$ cat src/rtl/cpu_defs_pkg.sv
// Shared definitions for the CR16-style control unit: FSM states, opcode/ext
// keys, condition codes and datapath mux encodings.
package cpu_defs_pkg;

  typedef enum logic [1:0] {
    StFetch  = 2'd0,
    StLatch  = 2'd1,
    StExec   = 2'd2,
    StLoadWb = 2'd3
  } state_e;

  localparam logic [3:0] OpRtype  = 4'b0000;
  localparam logic [3:0] OpMem    = 4'b0100;
  localparam logic [3:0] OpBcond  = 4'b1100;

  localparam logic [3:0] ExtLoad  = 4'b0000;
  localparam logic [3:0] ExtStor  = 4'b0100;
  localparam logic [3:0] ExtJal   = 4'b1000;
  localparam logic [3:0] ExtJcond = 4'b1100;

  localparam logic [3:0] KeyNop   = 4'b0000;
  localparam logic [3:0] KeyAdd   = 4'b0101;
  localparam logic [3:0] KeySub   = 4'b1001;
  localparam logic [3:0] KeyCmp   = 4'b1011;

  localparam logic [3:0] CondEq = 4'b0000;
  localparam logic [3:0] CondNe = 4'b0001;
  localparam logic [3:0] CondCs = 4'b0010;
  localparam logic [3:0] CondCc = 4'b0011;
  localparam logic [3:0] CondHi = 4'b0100;
  localparam logic [3:0] CondLs = 4'b0101;
  localparam logic [3:0] CondGt = 4'b0110;
  localparam logic [3:0] CondLe = 4'b0111;
  localparam logic [3:0] CondFs = 4'b1000;
  localparam logic [3:0] CondFc = 4'b1001;
  localparam logic [3:0] CondLo = 4'b1010;
  localparam logic [3:0] CondHs = 4'b1011;
  localparam logic [3:0] CondLt = 4'b1100;
  localparam logic [3:0] CondGe = 4'b1101;
  localparam logic [3:0] CondUc = 4'b1110;
  localparam logic [3:0] CondNv = 4'b1111;

  localparam logic [1:0] WbAlu  = 2'd0;
  localparam logic [1:0] WbMem  = 2'd1;
  localparam logic [1:0] WbLink = 2'd2;

  localparam logic [1:0] PcInc  = 2'd0;
  localparam logic [1:0] PcRel  = 2'd1;
  localparam logic [1:0] PcReg  = 2'd2;

  localparam logic AddrPc  = 1'b0;
  localparam logic AddrReg = 1'b1;

endpackage

$ cat src/rtl/cpu_control_fsm_if.sv
// Control-unit bundle: memory read data and flags in, instruction register and
// datapath controls out.
interface cpu_control_fsm_if #(
  parameter int unsigned DATA_WIDTH = 16
);
  logic [DATA_WIDTH-1:0] mem_rd_data;
  logic                  C, L, F, Z, N;
  logic [DATA_WIDTH-1:0] ir;
  logic                  rf_wr_en;
  logic                  flag_wr_en;
  logic [1:0]            wb_sel;
  logic                  imm_sel;
  logic                  addr_sel;
  logic                  mem_wr_en;
  logic                  pc_en;
  logic [1:0]            pc_sel;

  modport master (
    input  mem_rd_data, C, L, F, Z, N,
    output ir, rf_wr_en, flag_wr_en, wb_sel, imm_sel, addr_sel, mem_wr_en, pc_en, pc_sel
  );

  modport slave (
    output mem_rd_data, C, L, F, Z, N,
    input  ir, rf_wr_en, flag_wr_en, wb_sel, imm_sel, addr_sel, mem_wr_en, pc_en, pc_sel
  );
endinterface

$ cat src/rtl/cond_eval.sv
// Branch/jump condition evaluator: maps a 4-bit condition code and the
// current flags to a take decision.
module cond_eval
  import cpu_defs_pkg::*;
(
  input  logic [3:0] cond,
  input  logic       C,
  input  logic       L,
  input  logic       F,
  input  logic       Z,
  input  logic       N,
  output logic       take
);

  always_comb begin
    take = 1'b0;
    unique case (cond)
      CondEq: take = Z;
      CondNe: take = ~Z;
      CondCs: take = C;
      CondCc: take = ~C;
      CondHi: take = L;
      CondLs: take = ~L;
      CondGt: take = N;
      CondLe: take = ~N;
      CondFs: take = F;
      CondFc: take = ~F;
      CondLo: take = ~L & ~Z;
      CondHs: take = L | Z;
      CondLt: take = ~N & ~Z;
      CondGe: take = N | Z;
      CondUc: take = 1'b1;
      CondNv: take = 1'b0;
    endcase
  end

endmodule

$ cat src/rtl/cpu_control_fsm.sv
// Multi-cycle control FSM: fetch, latch IR, execute, optional load write-back.
// Outputs are decoded from state, IR and flags; reset masks all enables.
module cpu_control_fsm
  import cpu_defs_pkg::*;
#(
  parameter int unsigned DATA_WIDTH = 16
) (
  input  logic               clk,
  input  logic               reset,
  cpu_control_fsm_if.master  bus
);

  state_e                state_q, state_d;
  logic [DATA_WIDTH-1:0] ir_q, ir_d;
  logic [3:0]            opcode, cond, ext, key;
  logic                  take;

  logic       rf_wr, flag_wr, imm, addr, mem_wr, pc_upd;
  logic [1:0] wb, pc_nxt;

  assign opcode = ir_q[15:12];
  assign cond   = ir_q[11:8];
  assign ext    = ir_q[7:4];
  // Register-form ALU ops carry their function in ext; immediate forms in opcode.
  assign key    = (opcode == OpRtype) ? ext : opcode;

  cond_eval u_cond_eval (
    .cond (cond),
    .C    (bus.C),
    .L    (bus.L),
    .F    (bus.F),
    .Z    (bus.Z),
    .N    (bus.N),
    .take (take)
  );

  always_ff @(posedge clk) begin
    if (reset) begin
      state_q <= StFetch;
      ir_q    <= '0;
    end else begin
      state_q <= state_d;
      ir_q    <= ir_d;
    end
  end

  always_comb begin
    state_d = StFetch;
    ir_d    = ir_q;
    case (state_q)
      StFetch: state_d = StLatch;
      StLatch: begin
        ir_d    = bus.mem_rd_data;
        state_d = StExec;
      end
      StExec: begin
        if (opcode == OpMem && ext == ExtLoad) state_d = StLoadWb;
      end
      default: state_d = StFetch;
    endcase
  end

  always_comb begin
    rf_wr   = 1'b0;
    flag_wr = 1'b0;
    wb      = WbAlu;
    imm     = 1'b0;
    addr    = AddrPc;
    mem_wr  = 1'b0;
    pc_upd  = 1'b0;
    pc_nxt  = PcInc;
    case (state_q)
      StExec: begin
        if (opcode == OpMem) begin
          case (ext)
            ExtLoad: addr = AddrReg;
            ExtStor: begin
              mem_wr = 1'b1;
              addr   = AddrReg;
              pc_upd = 1'b1;
            end
            ExtJal: begin
              rf_wr  = 1'b1;
              wb     = WbLink;
              pc_upd = 1'b1;
              pc_nxt = PcReg;
            end
            ExtJcond: begin
              pc_upd = 1'b1;
              pc_nxt = take ? PcReg : PcInc;
            end
            default: pc_upd = 1'b1;
          endcase
        end else if (opcode == OpBcond) begin
          pc_upd = 1'b1;
          pc_nxt = take ? PcRel : PcInc;
        end else begin
          imm    = (opcode != OpRtype);
          pc_upd = 1'b1;
          if (key == KeyCmp) begin
            flag_wr = 1'b1;
          end else if (key != KeyNop) begin
            rf_wr   = 1'b1;
            flag_wr = (key == KeyAdd) || (key == KeySub);
          end
        end
      end
      StLoadWb: begin
        rf_wr  = 1'b1;
        wb     = WbMem;
        addr   = AddrReg;
        pc_upd = 1'b1;
      end
      default: ;
    endcase
  end

  assign bus.ir         = ir_q;
  assign bus.rf_wr_en   = rf_wr & ~reset;
  assign bus.flag_wr_en = flag_wr & ~reset;
  assign bus.mem_wr_en  = mem_wr & ~reset;
  assign bus.pc_en      = pc_upd & ~reset;
  assign bus.wb_sel     = wb;
  assign bus.imm_sel    = imm;
  assign bus.addr_sel   = addr;
  assign bus.pc_sel     = pc_nxt;

endmodule
$ cat src/flat_wrapper.sv
// flat-port wrapper written by rule: the top's interface ports become plain ports
module cpu_control_fsm_flat import cpu_defs_pkg::*;
#(
  parameter int unsigned DATA_WIDTH = 16
)
  (clk, reset, bus_mem_rd_data, bus_C, bus_L, bus_F, bus_Z, bus_N, bus_ir, bus_rf_wr_en, bus_flag_wr_en, bus_wb_sel, bus_imm_sel, bus_addr_sel, bus_mem_wr_en, bus_pc_en, bus_pc_sel);
  cpu_control_fsm_if #(.DATA_WIDTH(DATA_WIDTH)) bus_i ();
  input  logic clk;
  input  logic reset;
  input wire logic [$bits(bus_i.mem_rd_data)-1:0] bus_mem_rd_data;
  input wire logic [$bits(bus_i.C)-1:0] bus_C;
  input wire logic [$bits(bus_i.L)-1:0] bus_L;
  input wire logic [$bits(bus_i.F)-1:0] bus_F;
  input wire logic [$bits(bus_i.Z)-1:0] bus_Z;
  input wire logic [$bits(bus_i.N)-1:0] bus_N;
  output wire logic [$bits(bus_i.ir)-1:0] bus_ir;
  output wire logic [$bits(bus_i.rf_wr_en)-1:0] bus_rf_wr_en;
  output wire logic [$bits(bus_i.flag_wr_en)-1:0] bus_flag_wr_en;
  output wire logic [$bits(bus_i.wb_sel)-1:0] bus_wb_sel;
  output wire logic [$bits(bus_i.imm_sel)-1:0] bus_imm_sel;
  output wire logic [$bits(bus_i.addr_sel)-1:0] bus_addr_sel;
  output wire logic [$bits(bus_i.mem_wr_en)-1:0] bus_mem_wr_en;
  output wire logic [$bits(bus_i.pc_en)-1:0] bus_pc_en;
  output wire logic [$bits(bus_i.pc_sel)-1:0] bus_pc_sel;
  assign bus_i.mem_rd_data = bus_mem_rd_data;
  assign bus_i.C = bus_C;
  assign bus_i.L = bus_L;
  assign bus_i.F = bus_F;
  assign bus_i.Z = bus_Z;
  assign bus_i.N = bus_N;
  assign bus_ir = bus_i.ir;
  assign bus_rf_wr_en = bus_i.rf_wr_en;
  assign bus_flag_wr_en = bus_i.flag_wr_en;
  assign bus_wb_sel = bus_i.wb_sel;
  assign bus_imm_sel = bus_i.imm_sel;
  assign bus_addr_sel = bus_i.addr_sel;
  assign bus_mem_wr_en = bus_i.mem_wr_en;
  assign bus_pc_en = bus_i.pc_en;
  assign bus_pc_sel = bus_i.pc_sel;
  cpu_control_fsm #(.DATA_WIDTH(DATA_WIDTH)) u_core (.clk(clk), .reset(reset), .bus(bus_i));
endmodule
$ cat config.mk
export PLATFORM = sky130hd
export DESIGN_NAME = cpu_control_fsm_flat
export DESIGN_NICKNAME = d
export VERILOG_FILES = /design/src/rtl/cpu_defs_pkg.sv /design/src/rtl/cpu_control_fsm_if.sv /design/src/rtl/cond_eval.sv /design/src/rtl/cpu_control_fsm.sv /design/src/flat_wrapper.sv
export SDC_FILE = /design/constraint.sdc
export NUM_CORES = 1
export LEC_CHECK = 0
export CAP_MARGIN = 20
export CORE_UTILIZATION = 35
export CTS_CLUSTER_DIAMETER = 60
export CTS_CLUSTER_SIZE = 20
export DETAILED_ROUTE_END_ITERATION = 10
export PLACE_DENSITY = 0.81
export SYNTH_ARGS = -nofsm -noshare
export SYNTH_HDL_FRONTEND = slang
export SYNTH_SLANG_ARGS = --single-unit
$ cat constraint.sdc
create_clock -name clk -period 2.4 [get_ports clk]
set_input_delay 0.72 -clock clk [delete_from_list [all_inputs] [get_ports clk]]
set_output_delay 0.72 -clock clk [all_outputs]
set_load 0.02 [all_outputs]
==> flow_summary.ini <==
[power_and_ir_drop]
ir_worst_vdd_uv = 355.1
pwr-share-comb_pct = 38.5
sw_frac_of_total_pct = 32.21
pwr-share-clk_pct = 21.4
seqPwrFrac_pct = 40.1
p_int_mw = 0.5836
power_density_nw_per_um2 = 453.5
leakage_nw = 0.7293
power.switching_mw = 0.2773

[synth]
synth-async-reset-ratio_pct = 0
ys_ff_latch = 18
synth_cells = 135
yosysWarnings = 0
yosys.cell_types.count = 34
avgSynthCellArea_sq_um = 7.266
synth_edf_count = 0
syn_area_sq_um = 980.9
synth_common_cells = 34 x nand2_1, 20 x a21oi_1, 18 x dfxtp_1
synth-main-ff-cell = dfxtp_1
yosysTopAreaCellShare_pct = 36.73
syn_nets = 158
synthTopCellsByArea = dfxtp_1 37%, nand2_1 13%, a21oi_1 10%
yosysMostFrequentCell = nand2_1
synth_seq_area_share_pct = 36.73
yosysTopAreaCell = dfxtp_1

[status]
violations = negative setup slack
run_status = complete, but fails checks

[detailed_routing]
drt_iter0_drc = 26
wl_per_cell_um = 15.54
vias = 1308
drtPass1Iterations = 4
drc = 0
ant_nets = 0
vias_per_cell = 5.496
drt-total-wl_um = 3699

[grt]
grt_max_degree = 19
overflow = 0
grt_pass1_wl_um = 5313
grt.total_usage_pct = 24.41
antenna_found_initial = 0
grt_pass1_vias = 1209

[sta]
slew_headroom_pct = 57.45
setup_viol = 4
max_slew.worst_pin.slew_ps = 638.3
rsz0062_at_grt = yes
hold_violations = 0
layout_setup_ws_ps = -305.6
fin_crit_sh_pct = 112.7
tns_ps = -814.9
period_needed_ps = 2706
fmax_ghz = 0.3696
slew_viol_final = 0
clock_skew_ps = 13.84

[clock_network]
cts_buffers = 3
h-tree-depth = 1
clock_path_buffers = 2
worstSkewPairLatency_ps = 290
cts_hold_buf = 0
clockRootBuffer = clkbuf_4
clock_sinks = 18
clk_pin_slew_ps = 90
cts_tree = yes

[layout]
regArea_sq_um = 372.9
area_delta_synth_final_pct = 93.49
diodes = 0
multiInputGateArea_sq_um = 734.5
drive_above_1_share_pct = 37.02
final_cell_area_sq_um = 1898
fill_cells = 180
utilization_pct = 73.93
final_nets = 232

[setup_path]
reg2reg_slack_ps = 720
cpPeakStageDelay_ps = 380
path_cells = buf_6 > or3b_4 > o311a_4 > o31a_1 > nor4_4 > buf_4
critPathRequiredTime_ps = 1680
arrival_ps = 1990
timing.critical_path.from = bus_N
crit_path_start_kind = input pin
cp-end-kind = output port
worstReg2RegStart = u_core.bus.ir[15]$_SDFFE_PP0N_
r2r-end = u_core.state_q[1]$_SDFF_PP0_
criticalPathCategory = in2out
critPathSlowestCell = or3b_4
cp-endpoint = bus_pc_sel[0]
rr_worst_depth = 6
critPathMaxFanout = 4

[placed_design]
io_buffers = 48
globalplace.congestion = 0.9113
dpl.hpwl_um = 2411
dpl_cell_area_sq_um = 1653
dp_slack_ps = -1203

[die]
core-area_sq_um = 2567
die_area_sq_um = 3018
fp.dieW_um = 54.94
start_util_pct = 38.21
num_io_pins = 49
dieHeight_um = 54.94
num_rows = 18

[worst_hold_path]
worst_hold_path_type = reg2reg
hp-start = u_core.bus.ir[2]$_SDFFE_PP0N_

[flow_run]
maxCapViolations = 0
layout make-up:
cell class	count	share of cell area [%]
Multi-Input combinational cell	104	38.69
Sequential cell	18	19.64
Inverter	4	0.7910
Timing Repair Buffer	78	36.98
Clock buffer	4	1.912
Tap cell	30	1.978
metal layers:
layer | track usage (%) | share of wire (%) | vias up
met1 | 29.15 | 39 | 625
met4 | 7.083 | 3.0 | 0
met3 | 3.005 | 4.4 | 11
met5 | 0 | 0 | -
met2 | 45.18 | 53 | 51
li1 | - | - | 621
timing repair:
action | 4_1_cts | 5_1_grt
buffers inserted | 4 | 5
pin swaps | 9 | 9
endpoints found under the setup margin | 8 | 8
gates resized for setup | 63 | 36
gates cloned | 0 | 0
worst max-delay path, delay by kind of cell:
| kind | cells | cell delay (ps) |
|---|---|---|
| compound gates | 2 | 490 |
| buf+inv | 2 | 270 |
| simple gates | 2 | 510 |
flip-flops by register name (all words and copies together), names as in the netlist:
name and flops:
u_core.bus.ir 16, u_core.state_q 2
power groups by stage:
stage / Sequential (mW) / Combinational [mW] / Clock, mW
after floorplan: 0.370 / 0.106 / 0
after global placement: 0.342 / 0.268 / 0
after detailed placement: 0.344 / 0.277 / 0
after CTS: 0.340 / 0.293 / 0.185
after global routing: 0.348 / 0.353 / 0.200
final: 0.345 / 0.332 / 0.184
cells by family (layout without fill, tap and decap cells):
logic type      Yosys count  after routing  synth area share (%)
compound gates           34             34                 21.81
flops                    18             18                 36.74
buf+inv                  13             86                 5.356
mux                       2              2                 2.041
simple gates             68             68                 34.06
placed cells by master (no fill, tap or decap), drive strengths merged, types with 2 or more instances in the layout:
| cell | synthesis | layout |
|---|---|---|
| buf | 3 | 39 |
| nand2 | 34 | 34 |
| clkdlybuf4s50 | 0 | 33 |
| a21oi | 20 | 20 |
| dfxtp | 18 | 18 |
| nor2 | 7 | 7 |
| clkbuf | 6 | 6 |
| inv | 4 | 4 |
| nor3 | 4 | 4 |
| nor4 | 4 | 4 |
| nand2b | 3 | 3 |
| or3 | 3 | 3 |
| nor2b | 3 | 3 |
| o21a | 2 | 2 |
| or3b | 2 | 2 |
| o311a | 2 | 2 |
| clkdlybuf4s15 | 0 | 2 |
| dlygate4sd2 | 0 | 2 |
| mux2i | 2 | 2 |
| a31oi | 2 | 2 |
per-stage QoR:
| step | total power [mW] | std cells | hold WS [ps] |
|---|---|---|---|
| 3_3_place_gp | 0.6095 | 226 | 443.8 |
| 3_5_place_dp | 0.6203 | 226 | 453.2 |
| 6_report | 0.8609 | 238 | 468.9 |
| 5_1_grt | 0.9019 | 238 | 502.4 |
| 2_1_floorplan | 0.4766 | 135 | 523.4 |
| 4_1_cts | 0.8174 | 234 | 471.1 |
how the worst min path moves through the flow:
stage / end / depth (start not counted)
finish: u_core.bus.ir[2]$_SDFFE_PP0N_ / 2
global route: u_core.bus.ir[2]$_SDFFE_PP0N_ / 2
CTS: u_core.bus.ir[3]$_SDFFE_PP0N_ / 2
detailed placement: u_core.bus.ir[3]$_SDFFE_PP0N_ / 2
global placement: u_core.bus.ir[2]$_SDFFE_PP0N_ / 2
floorplan: u_core.state_q[0]$_SDFF_PP0_ / 1
No activity file was read; power rests on OpenSTA's default activity.
